$ cat config.mk
export PLATFORM = sky130hd
export DESIGN_NAME = keypad_operand_entry
export DESIGN_NICKNAME = d
export VERILOG_FILES = /design/src/rtl/keypad_pkg.sv /design/src/rtl/keypad_scanner.sv /design/src/rtl/keypad_operand_entry.sv
export SDC_FILE = /design/constraint.sdc
export NUM_CORES = 1
export LEC_CHECK = 0
export ABC_CLOCK_PERIOD_IN_PS = 14040
export BUFFER_PORTS_ARGS = -buffer_cell sky130_fd_sc_hd__buf_2
export CORE_MARGIN = 8
export CORE_UTILIZATION = 50
export DETAILED_ROUTE_END_ITERATION = 12
export GPL_TIMING_DRIVEN = 0
export PLACE_DENSITY = 0.74
export REMOVE_ABC_BUFFERS = 1
export SETUP_SLACK_MARGIN = 0.3
export SYNTH_ARGS = -nofsm -noshare
export SYNTH_HDL_FRONTEND = slang
export SYNTH_SLANG_ARGS = --single-unit
$ cat constraint.sdc
create_clock -name clock_100Mhz -period 14.04 [get_ports clock_100Mhz]
set_clock_uncertainty 0.15 [all_clocks]
set_input_delay 1.404 -clock clock_100Mhz [delete_from_list [all_inputs] [get_ports clock_100Mhz]]
set_output_delay 1.404 -clock clock_100Mhz [all_outputs]
set_load 0.02 [all_outputs]
$ cat src/rtl/keypad_pkg.sv
// Shared types, keymap and scan-reduction helper for the keypad operand entry path.
// A snapshot bit is set when its key reads low; bit index is {row, col}.
package keypad_pkg;

    typedef enum logic [1:0] {
        ST_X     = 2'd0,
        ST_Y     = 2'd1,
        ST_M     = 2'd2,
        ST_READY = 2'd3
    } entry_stage_e;

    typedef struct packed {
        logic       pressed;
        logic [3:0] code;
    } scan_result_t;

    localparam scan_result_t NO_KEY = '{pressed: 1'b0, code: 4'h0};

    // Row-major: index = row * 4 + col, col0 leftmost.
    localparam logic [3:0] KEYMAP [16] = '{
        4'h1, 4'h2, 4'h3, 4'hA,
        4'h4, 4'h5, 4'h6, 4'hB,
        4'h7, 4'h8, 4'h9, 4'hC,
        4'h0, 4'hF, 4'hE, 4'hD
    };

    // Exactly one key down yields a press. None or several (ghosting) yield NO_KEY, so that
    // every not-pressed scan compares equal in the debouncer.
    function automatic scan_result_t reduce_snapshot(input logic [15:0] down);
        scan_result_t res;
        int unsigned  n;
        res = NO_KEY;
        n   = 0;
        for (int i = 0; i < 16; i++) begin
            if (down[i]) begin
                n++;
                res.code = KEYMAP[i];
            end
        end
        res.pressed = (n == 1);
        if (n != 1) begin
            res.code = 4'h0;
        end
        return res;
    endfunction

endpackage

$ cat src/rtl/keypad_scanner.sv
// Column scanner for a 4x4 keypad: row synchronizer, slot divider, column drive,
// full-scan snapshot, debounce and the one-cycle key_valid / key_code output.
module keypad_scanner
    import keypad_pkg::*;
#(
    parameter int unsigned SCAN_DIV       = 100000,
    parameter int unsigned DEBOUNCE_SCANS = 4
) (
    input  logic       clock_100Mhz,
    input  logic       reset,
    input  logic [3:0] row,
    output logic [3:0] col,
    output logic [3:0] key_code,
    output logic       key_valid
);

    localparam int unsigned     DivW    = (SCAN_DIV > 1) ? $clog2(SCAN_DIV) : 1;
    localparam logic [DivW-1:0] DivLast = DivW'(SCAN_DIV - 1);
    localparam int unsigned     CntW    = $clog2(DEBOUNCE_SCANS + 1);
    localparam logic [CntW-1:0] CntSat  = CntW'(DEBOUNCE_SCANS);

    logic [3:0]      row_meta_q, row_sync_q;
    logic [DivW-1:0] div_q, div_d;
    logic [1:0]      col_idx_q, col_idx_d;
    logic [3:0]      col_q, col_d;
    logic [15:0]     snap_q, snap_d, snap_full;
    scan_result_t    prev_q, prev_d;
    scan_result_t    stable_q, stable_d;
    scan_result_t    scan_res;
    logic [CntW-1:0] cnt_q, cnt_d;
    logic            key_valid_q, key_valid_d;
    logic [3:0]      key_code_q, key_code_d;
    logic            slot_end;

    always_comb begin
        div_d     = div_q;
        col_idx_d = col_idx_q;
        col_d     = col_q;
        snap_d    = snap_q;
        prev_d    = prev_q;
        cnt_d     = cnt_q;
        stable_d  = stable_q;

        // Current column's rows merged in, so the col3 sample completes the scan this cycle.
        snap_full = snap_q;
        for (int r = 0; r < 4; r++) begin
            snap_full[r * 4 + int'(col_idx_q)] = ~row_sync_q[r];
        end
        scan_res = reduce_snapshot(snap_full);
        slot_end = (div_q == DivLast);

        if (slot_end) begin
            div_d     = '0;
            col_idx_d = col_idx_q + 2'd1;
            col_d     = ~(4'b0001 << col_idx_d);
            snap_d    = snap_full;
            if (col_idx_q == 2'd3) begin
                prev_d = scan_res;
                if (scan_res == prev_q) begin
                    cnt_d = (cnt_q == CntSat) ? cnt_q : cnt_q + 1'b1;
                end else begin
                    cnt_d = CntW'(1);
                end
                if (cnt_d == CntSat) begin
                    stable_d = scan_res;
                end
            end
        end else begin
            div_d = div_q + 1'b1;
        end

        // Only a released->pressed transition is a new key; key-to-key changes are not.
        key_valid_d = stable_d.pressed && !stable_q.pressed;
        key_code_d  = key_valid_d ? stable_d.code : key_code_q;
    end

    always_ff @(posedge clock_100Mhz or posedge reset) begin
        if (reset) begin
            row_meta_q  <= 4'hF;
            row_sync_q  <= 4'hF;
            div_q       <= '0;
            col_idx_q   <= 2'd0;
            col_q       <= 4'b1110;
            snap_q      <= '0;
            prev_q      <= NO_KEY;
            stable_q    <= NO_KEY;
            cnt_q       <= '0;
            key_valid_q <= 1'b0;
            key_code_q  <= 4'h0;
        end else begin
            row_meta_q  <= row;
            row_sync_q  <= row_meta_q;
            div_q       <= div_d;
            col_idx_q   <= col_idx_d;
            col_q       <= col_d;
            snap_q      <= snap_d;
            prev_q      <= prev_d;
            stable_q    <= stable_d;
            cnt_q       <= cnt_d;
            key_valid_q <= key_valid_d;
            key_code_q  <= key_code_d;
        end
    end

    assign col       = col_q;
    assign key_code  = key_code_q;
    assign key_valid = key_valid_q;

endmodule

$ cat src/rtl/keypad_operand_entry.sv
// Keypad front end for the ALU: scans and debounces the keypad, then loads accepted keys
// into operand X, operand Y and opcode M in that order.
module keypad_operand_entry
    import keypad_pkg::*;
#(
    parameter int unsigned SCAN_DIV       = 100000,
    parameter int unsigned DEBOUNCE_SCANS = 4
) (
    input  logic       clock_100Mhz,
    input  logic       reset,
    input  logic [3:0] row,
    output logic [3:0] col,
    output logic [3:0] key_code,
    output logic       key_valid,
    output logic [3:0] X,
    output logic [3:0] Y,
    output logic [3:0] M,
    output logic [1:0] entry_stage,
    output logic       operands_ready
);

    logic [3:0]   scan_code;
    logic         scan_valid;
    entry_stage_e stage_q, stage_d;
    logic [3:0]   x_q, x_d, y_q, y_d, m_q, m_d;

    keypad_scanner #(
        .SCAN_DIV       (SCAN_DIV),
        .DEBOUNCE_SCANS (DEBOUNCE_SCANS)
    ) u_scanner (
        .clock_100Mhz (clock_100Mhz),
        .reset        (reset),
        .row          (row),
        .col          (col),
        .key_code     (scan_code),
        .key_valid    (scan_valid)
    );

    always_comb begin
        stage_d = stage_q;
        x_d     = x_q;
        y_d     = y_q;
        m_d     = m_q;
        if (scan_valid) begin
            case (stage_q)
                ST_X: begin
                    x_d     = scan_code;
                    stage_d = ST_Y;
                end
                ST_Y: begin
                    y_d     = scan_code;
                    stage_d = ST_M;
                end
                ST_M: begin
                    m_d     = scan_code;
                    stage_d = ST_READY;
                end
                ST_READY: begin
                    // A key after a complete entry starts the next one.
                    x_d     = scan_code;
                    y_d     = 4'h0;
                    m_d     = 4'h0;
                    stage_d = ST_Y;
                end
                default: stage_d = ST_X;
            endcase
        end
    end

    always_ff @(posedge clock_100Mhz or posedge reset) begin
        if (reset) begin
            stage_q <= ST_X;
            x_q     <= 4'h0;
            y_q     <= 4'h0;
            m_q     <= 4'h0;
        end else begin
            stage_q <= stage_d;
            x_q     <= x_d;
            y_q     <= y_d;
            m_q     <= m_d;
        end
    end

    assign key_code       = scan_code;
    assign key_valid      = scan_valid;
    assign X              = x_q;
    assign Y              = y_q;
    assign M              = m_q;
    assign entry_stage    = stage_q;
    assign operands_ready = (stage_q == ST_READY);

endmodule
==> flow_metrics.env, run 1 <==
export IMPL_status="complete, no violations"
export IMPL_drcViolationCount=0
export IMPL_fin_cells=802
export IMPL_place_port_buffers=29
export IMPL_fin_crit_ns=12.29
export IMPL_cp_top_family="adder cells"
export IMPL_grt_use_total=0.170
export IMPL_clk_path_buf_depth=2
export IMPL_synth_edf_count=0
export IMPL_drt_iter0_drc=275
export IMPL_leakagePower_nw=2.82
export IMPL_synth_warnings=0
export IMPL_core_area_um2=11300
export IMPL_nets=686
export IMPL_viasPerCell=5.90
export IMPL_irDropWorstVdd_uv=113
export IMPL_synthAdderAreaFrac=0.0566
export IMPL_syn_area_um2=5750
export IMPL_grt_pass1_wl_mm=21.3
export IMPL_end_kind="register"
export IMPL_cts_tree="done"
export IMPL_ioPinCount=30
export IMPL_fin_crit_sh=0.875
export IMPL_synth_top_area_share=0.279
export IMPL_power_density_nw_per_um2=78.1
export IMPL_place_inst=786
export IMPL_timing_fmax_ghz=0.0814
export IMPL_die_y_um=123
export IMPL_cts_sinks=75
export IMPL_worst_slew_pin_slew_ns=1.04
export IMPL_antenna_cells=0
export IMPL_grt_pass1_vias=4747
export IMPL_setup_viol_count_final=0
export IMPL_post_cts_setup_buffer_count=0
export IMPL_hpwl_mm=9.49
export IMPL_routedWlPerCell_um=15.7
export IMPL_clk_pin_slew_ns=0.06
export IMPL_synth_compound_area_share=0.169
export IMPL_syn2layout_area_growth_pct=9.88
export IMPL_critical_path_class="reg -> reg"
export IMPL_grt_max_degree=76
export IMPL_synth_xor_area_frac=0.125
export IMPL_rows=39
export IMPL_synth_distinct_cells=85
export IMPL_die_area_um2=15200
export IMPL_cts_buffers=9
export IMPL_worstPathMaxFanout=7
export IMPL_overflow=0
export IMPL_synth_top_family_by_area="simple AND/OR/NAND/NOR gates"
export IMPL_place_congestion=0.858
export IMPL_synth_simple_area_share=0.215
export IMPL_dr_pass1_iters=5
export IMPL_fillers=996
export IMPL_maxCapViolations=0
export IMPL_path_buf_inv=4
export IMPL_hold_violations=0
export IMPL_yosysSeqAreaShare=0.329
export IMPL_fin_area_um2=6320
export IMPL_drive_gt1_frac=0.176
export IMPL_cts_root_buffer="clkbuf_16"
export IMPL_ys_async_sr_fraction=1.00
export IMPL_crit_slowest_cell="a222oi_1"
export IMPL_vias=4735
export IMPL_power_total_uw=493
export IMPL_finalSetupTns_ns=0
export IMPL_synthMuxAreaShare=0.0718
export IMPL_postSynthAreaPerCell_um2=9.20
export IMPL_crit_top_cell="ha_1"
export IMPL_min_path_type="reg -> reg"
export IMPL_insertion_delay_ns=0.33
export IMPL_wl_mm=12.6
export IMPL_max_slew_margin=0.290
export IMPL_cp_required_ns=14.10
export IMPL_start_util=0.508
export IMPL_syn_inst=625
export IMPL_worstPathArrival_ns=12.35
export IMPL_critPathLaunchType="register"
export IMPL_htree_num_levels=3
export IMPL_yosysTopAreaCell="dfrtp_1"
export IMPL_hold_slack_ns=0.206
export IMPL_ys_top_cells_by_area="dfrtp_1 (28%), ha_1 (5.7%), dfstp_2 (5.0%)"
export IMPL_slew_violations=0
export IMPL_ctsHoldBuffers=0
export IMPL_ys_seq_elements=75
export IMPL_post_cts_resize_count=0
export IMPL_yosys_top_cells_count="dfrtp_1 (64), nand2_1 (64), nor2_1 (60)"
export IMPL_rsz0062_at_grt="no"
export IMPL_placed_cell_area_um2=6050
export IMPL_die_x_um=123
export IMPL_synth_ff_type="dfrtp_1"
export IMPL_cp_slowest_stage_delay_ns=0.57
export IMPL_ant_nets=0
export IMPL_antenna_found_initial=0
==> stage by stage <==
step                      setup WS, ns   util
after floorplan                   3.36      -
after global placement            2.32  0.530
after detailed placement          1.87  0.534
after CTS                         1.77  0.558
after global routing             0.912  0.558
final                             1.75  0.558
==> per-layer routing <==
layer | share of wire | vias up | GRT usage
met2 | 0.46 | 114 | 0.270
met4 | 0.024 | 0 | 0.0722
li1 | - | 2311 | -
met1 | 0.48 | 2280 | 0.230
met3 | 0.039 | 30 | 0.0237
met5 | 0 | - | 0
==> final cells by class <==
| cell class | count | area (µm²) | area share |
|---|---|---|---|
| clock buffers | 10 | 229 | 0.0362 |
| clock inverters | 6 | 41.3 | 0.00654 |
| inverters | 33 | 126 | 0.0200 |
| multi-input cells | 501 | 3670 | 0.581 |
| flip-flops and latches | 75 | 1890 | 0.299 |
| well taps | 143 | 179 | 0.0283 |
| repair buffers | 34 | 183 | 0.0289 |
==> cells in the final DEF, fill, tap and decap left out, types with 7 or more instances in the layout <==
| cell type | count |
|---|---|
| nand4_1 | 10 |
| or3_1 | 7 |
| xnor2_1 | 23 |
| a31oi_1 | 8 |
| clkbuf_16 | 9 |
| o21ai_1 | 10 |
| nor3_1 | 11 |
| xor2_1 | 14 |
| nor2b_1 | 7 |
| nand2_1 | 64 |
| nand3_1 | 27 |
| inv_1 | 32 |
| o21ai_0 | 19 |
| buf_2 | 29 |
| a21oi_1 | 37 |
| dfstp_2 | 11 |
| and2_1 | 7 |
| dfrtp_1 | 64 |
| mux2_2 | 17 |
| nor2_1 | 60 |
| mux2i_1 | 15 |
| ha_1 | 26 |
==> cells by family (layout without fill, tap and decap cells) <==
| group | after synthesis | count (layout) |
|---|---|---|
| AND/OR/NAND/NOR | 243 | 243 |
| XOR/XNOR | 54 | 54 |
| AO/OA/AOI/OAI | 141 | 141 |
| buffers and inverters | 49 | 83 |
| adder cells (fa/ha/maj) | 26 | 26 |
| flip-flops | 75 | 75 |
| multiplexers | 37 | 37 |
==> path summary, 6_finish.rpt <==
path,cells after the start,slack [ns],end,start
max reg2reg,53,1.75,u_scanner.key_code[3],u_scanner.col_idx_q[1]
max,53,1.75,u_scanner.key_code[3],u_scanner.col_idx_q[1]
min,0,0.21,u_scanner.row_sync_q[1],u_scanner.row_meta_q[1]
min reg2reg,0,0.21,u_scanner.row_sync_q[1],u_scanner.row_meta_q[1]
min in group asynchronous,2,1.12,u_scanner.col[0],reset
max in group asynchronous,2,12.07,u_scanner.div_q[15],reset
==> sequential cells by signal, summed over array words and instances (netlist names) <==
signal	flops
u_scanner.row_sync_q	4
M	4
u_scanner.stable_q	1
entry_stage	2
u_scanner.key_valid	1
u_scanner.div_q	17
Y	4
u_scanner.key_code	4
u_scanner.prev_q	5
u_scanner.col	4
X	4
u_scanner.cnt_q	3
u_scanner.snap_q	16
u_scanner.row_meta_q	4
u_scanner.col_idx_q	2
==> where the power goes <==
part / switching [mW] / internal (mW)
sequential: 0.000761 / 0.218
clock: 0.0897 / 0.120
combinational: 0.0393 / 0.0256
No activity file was read; power rests on OpenSTA's default activity.
==> run 2, diff against run 1 <==
Settings changed: CELL_PAD_IN_SITES_DETAIL_PLACEMENT set to 1, CELL_PAD_IN_SITES_GLOBAL_PLACEMENT set to 1, CORE_UTILIZATION 50 to 48, PLACE_DENSITY 0.74 to 0.87.
==> flow_metrics.env, run 2 (synthesized netlist as in run 1, its figures left out) <==
export IMPL_status="complete, no violations"
export IMPL_routedWlPerCell_um=21.2
export IMPL_switching_share=0.256
export IMPL_place_inst=790
export IMPL_cts_root_buffer="clkbuf_16"
export IMPL_hpwl_mm=11.6
export IMPL_rows=40
export IMPL_drive_gt1_frac=0.176
export IMPL_place_port_buffers=29
export IMPL_largest_register="u_scanner.div_q"
export IMPL_antenna_cells=0
export IMPL_power_clock_fraction=0.460
export IMPL_grt_use_total=0.223
export IMPL_vias=4954
export IMPL_syn2layout_area_growth_pct=10.8
export IMPL_leakagePower_nw=2.85
export IMPL_critPathLaunchType="register"
export IMPL_placed_cell_area_um2=6050
export IMPL_internal_power_uw=396
export IMPL_maxCapViolations=0
export IMPL_max_slew_margin=0.276
export IMPL_r2r_slack_ns=1.22
export IMPL_fin_crit_sh=0.913
export IMPL_drcViolationCount=0
export IMPL_switching_power_uw=136
export IMPL_ioPinCount=30
export IMPL_htree_num_levels=3
export IMPL_insertion_delay_ns=0.34
export IMPL_final_cell_mix="dfrtp_1 (64), nand2_1 (64), nor2_1 (60)"
export IMPL_cts_buffers=9
export IMPL_dr_pass1_iters=6
export IMPL_nets=686
export IMPL_setup_viol_count_final=0
export IMPL_die_x_um=125
export IMPL_fillers=1343
export IMPL_pwr_share_comb=0.129
export IMPL_grt_pass1_wl_mm=28.7
export IMPL_cp_required_ns=14.11
export IMPL_wl_mm=17.1
export IMPL_overflow=0
export IMPL_grt_max_degree=76
export IMPL_start_util=0.485
export IMPL_irDropWorstVdd_uv=80.9
export IMPL_worstPathMaxFanout=7
export IMPL_viasPerCell=6.15
export IMPL_path_buf_inv=4
export IMPL_worst_slew_pin_slew_ns=1.06
export IMPL_hold_violations=0
export IMPL_end_kind="register"
export IMPL_crit_slowest_cell="mux2i_1"
export IMPL_fin_area_um2=6370
export IMPL_min_path_type="reg -> reg"
export IMPL_slew_violations=0
export IMPL_worstPathArrival_ns=12.89
export IMPL_seq_power_share=0.411
export IMPL_cp_top_family="adder cells"
export IMPL_core_area_um2=11900
export IMPL_place_congestion=0.893
export IMPL_timing_fmax_ghz=0.0780
export IMPL_clk_path_buf_depth=2
export IMPL_antenna_found_initial=0
export IMPL_post_cts_resize_count=0
export IMPL_fin_crit_ns=12.82
export IMPL_crit_top_cell="ha_1"
export IMPL_ctsHoldBuffers=0
export IMPL_cts_tree="done"
export IMPL_cp_slowest_stage_delay_ns=0.65
export IMPL_reg_top3="u_scanner.div_q x17, u_scanner.snap_q x16, u_scanner.prev_q x5"
export IMPL_ant_nets=0
export IMPL_rsz0062_at_grt="no"
export IMPL_die_y_um=125
export IMPL_die_area_um2=15700
export IMPL_post_cts_setup_buffer_count=0
export IMPL_largest_reg_flops=17
export IMPL_critical_path_class="reg -> reg"
export IMPL_finalSetupTns_ns=0
export IMPL_grt_pass1_vias=5521
export IMPL_clk_pin_slew_ns=0.06
export IMPL_drt_iter0_drc=393
export IMPL_fin_cells=806
export IMPL_power_density_nw_per_um2=83.7
export IMPL_cts_sinks=75
run 2: final cells by class:
type	instances	area, µm²	area share
multi-input cells	501	3670	0.576
flip-flops and latches	75	1890	0.297
clock buffers	13	270	0.0424
well taps	147	184	0.0289
repair buffers	34	183	0.0287
inverters	33	126	0.0198
clock inverters	3	45.0	0.00707
run 2: power groups by stage:
stage                     clock network [mW]  registers [mW]  logic (mW)
after floorplan                            0           0.223      0.0522
after global placement                     0           0.223      0.0622
after detailed placement                   0           0.223      0.0671
after CTS                              0.247           0.219      0.0682
after global routing                   0.254           0.219      0.0762
final                                  0.245           0.219      0.0688
run 2: final timing paths:
| check | end | from | depth (start not counted) |
|---|---|---|---|
| max | u_scanner.key_code[3] | u_scanner.col_idx_q[1] | 53 |
| min | u_scanner.row_sync_q[3] | u_scanner.row_meta_q[3] | 0 |
| max reg2reg | u_scanner.key_code[3] | u_scanner.col_idx_q[1] | 53 |
| min reg2reg | u_scanner.row_sync_q[3] | u_scanner.row_meta_q[3] | 0 |
| max in group asynchronous | u_scanner.div_q[4] | reset | 2 |
| min in group asynchronous | X[2] | reset | 2 |
run 2: per-layer routing:
layer | share of wire | routed length (µm) | GRT usage
met5 | 0 | 0 | 0
met3 | 0.038 | 643 | 0.0421
met4 | 0.025 | 430 | 0.0809
met1 | 0.43 | 7370 | 0.267
met2 | 0.51 | 8640 | 0.387
run 2: metrics by stage:
stage,worst slack (ns),utilization,hold slack (ns),power (mW)
2_1_floorplan,3.36,-,0.195,0.275
3_3_place_gp,2.27,0.506,0.196,0.285
3_5_place_dp,1.67,0.510,0.199,0.290
4_1_cts,1.33,0.537,0.207,0.534
5_1_grt,0.417,0.537,0.208,0.550
6_report,1.22,0.537,0.206,0.533
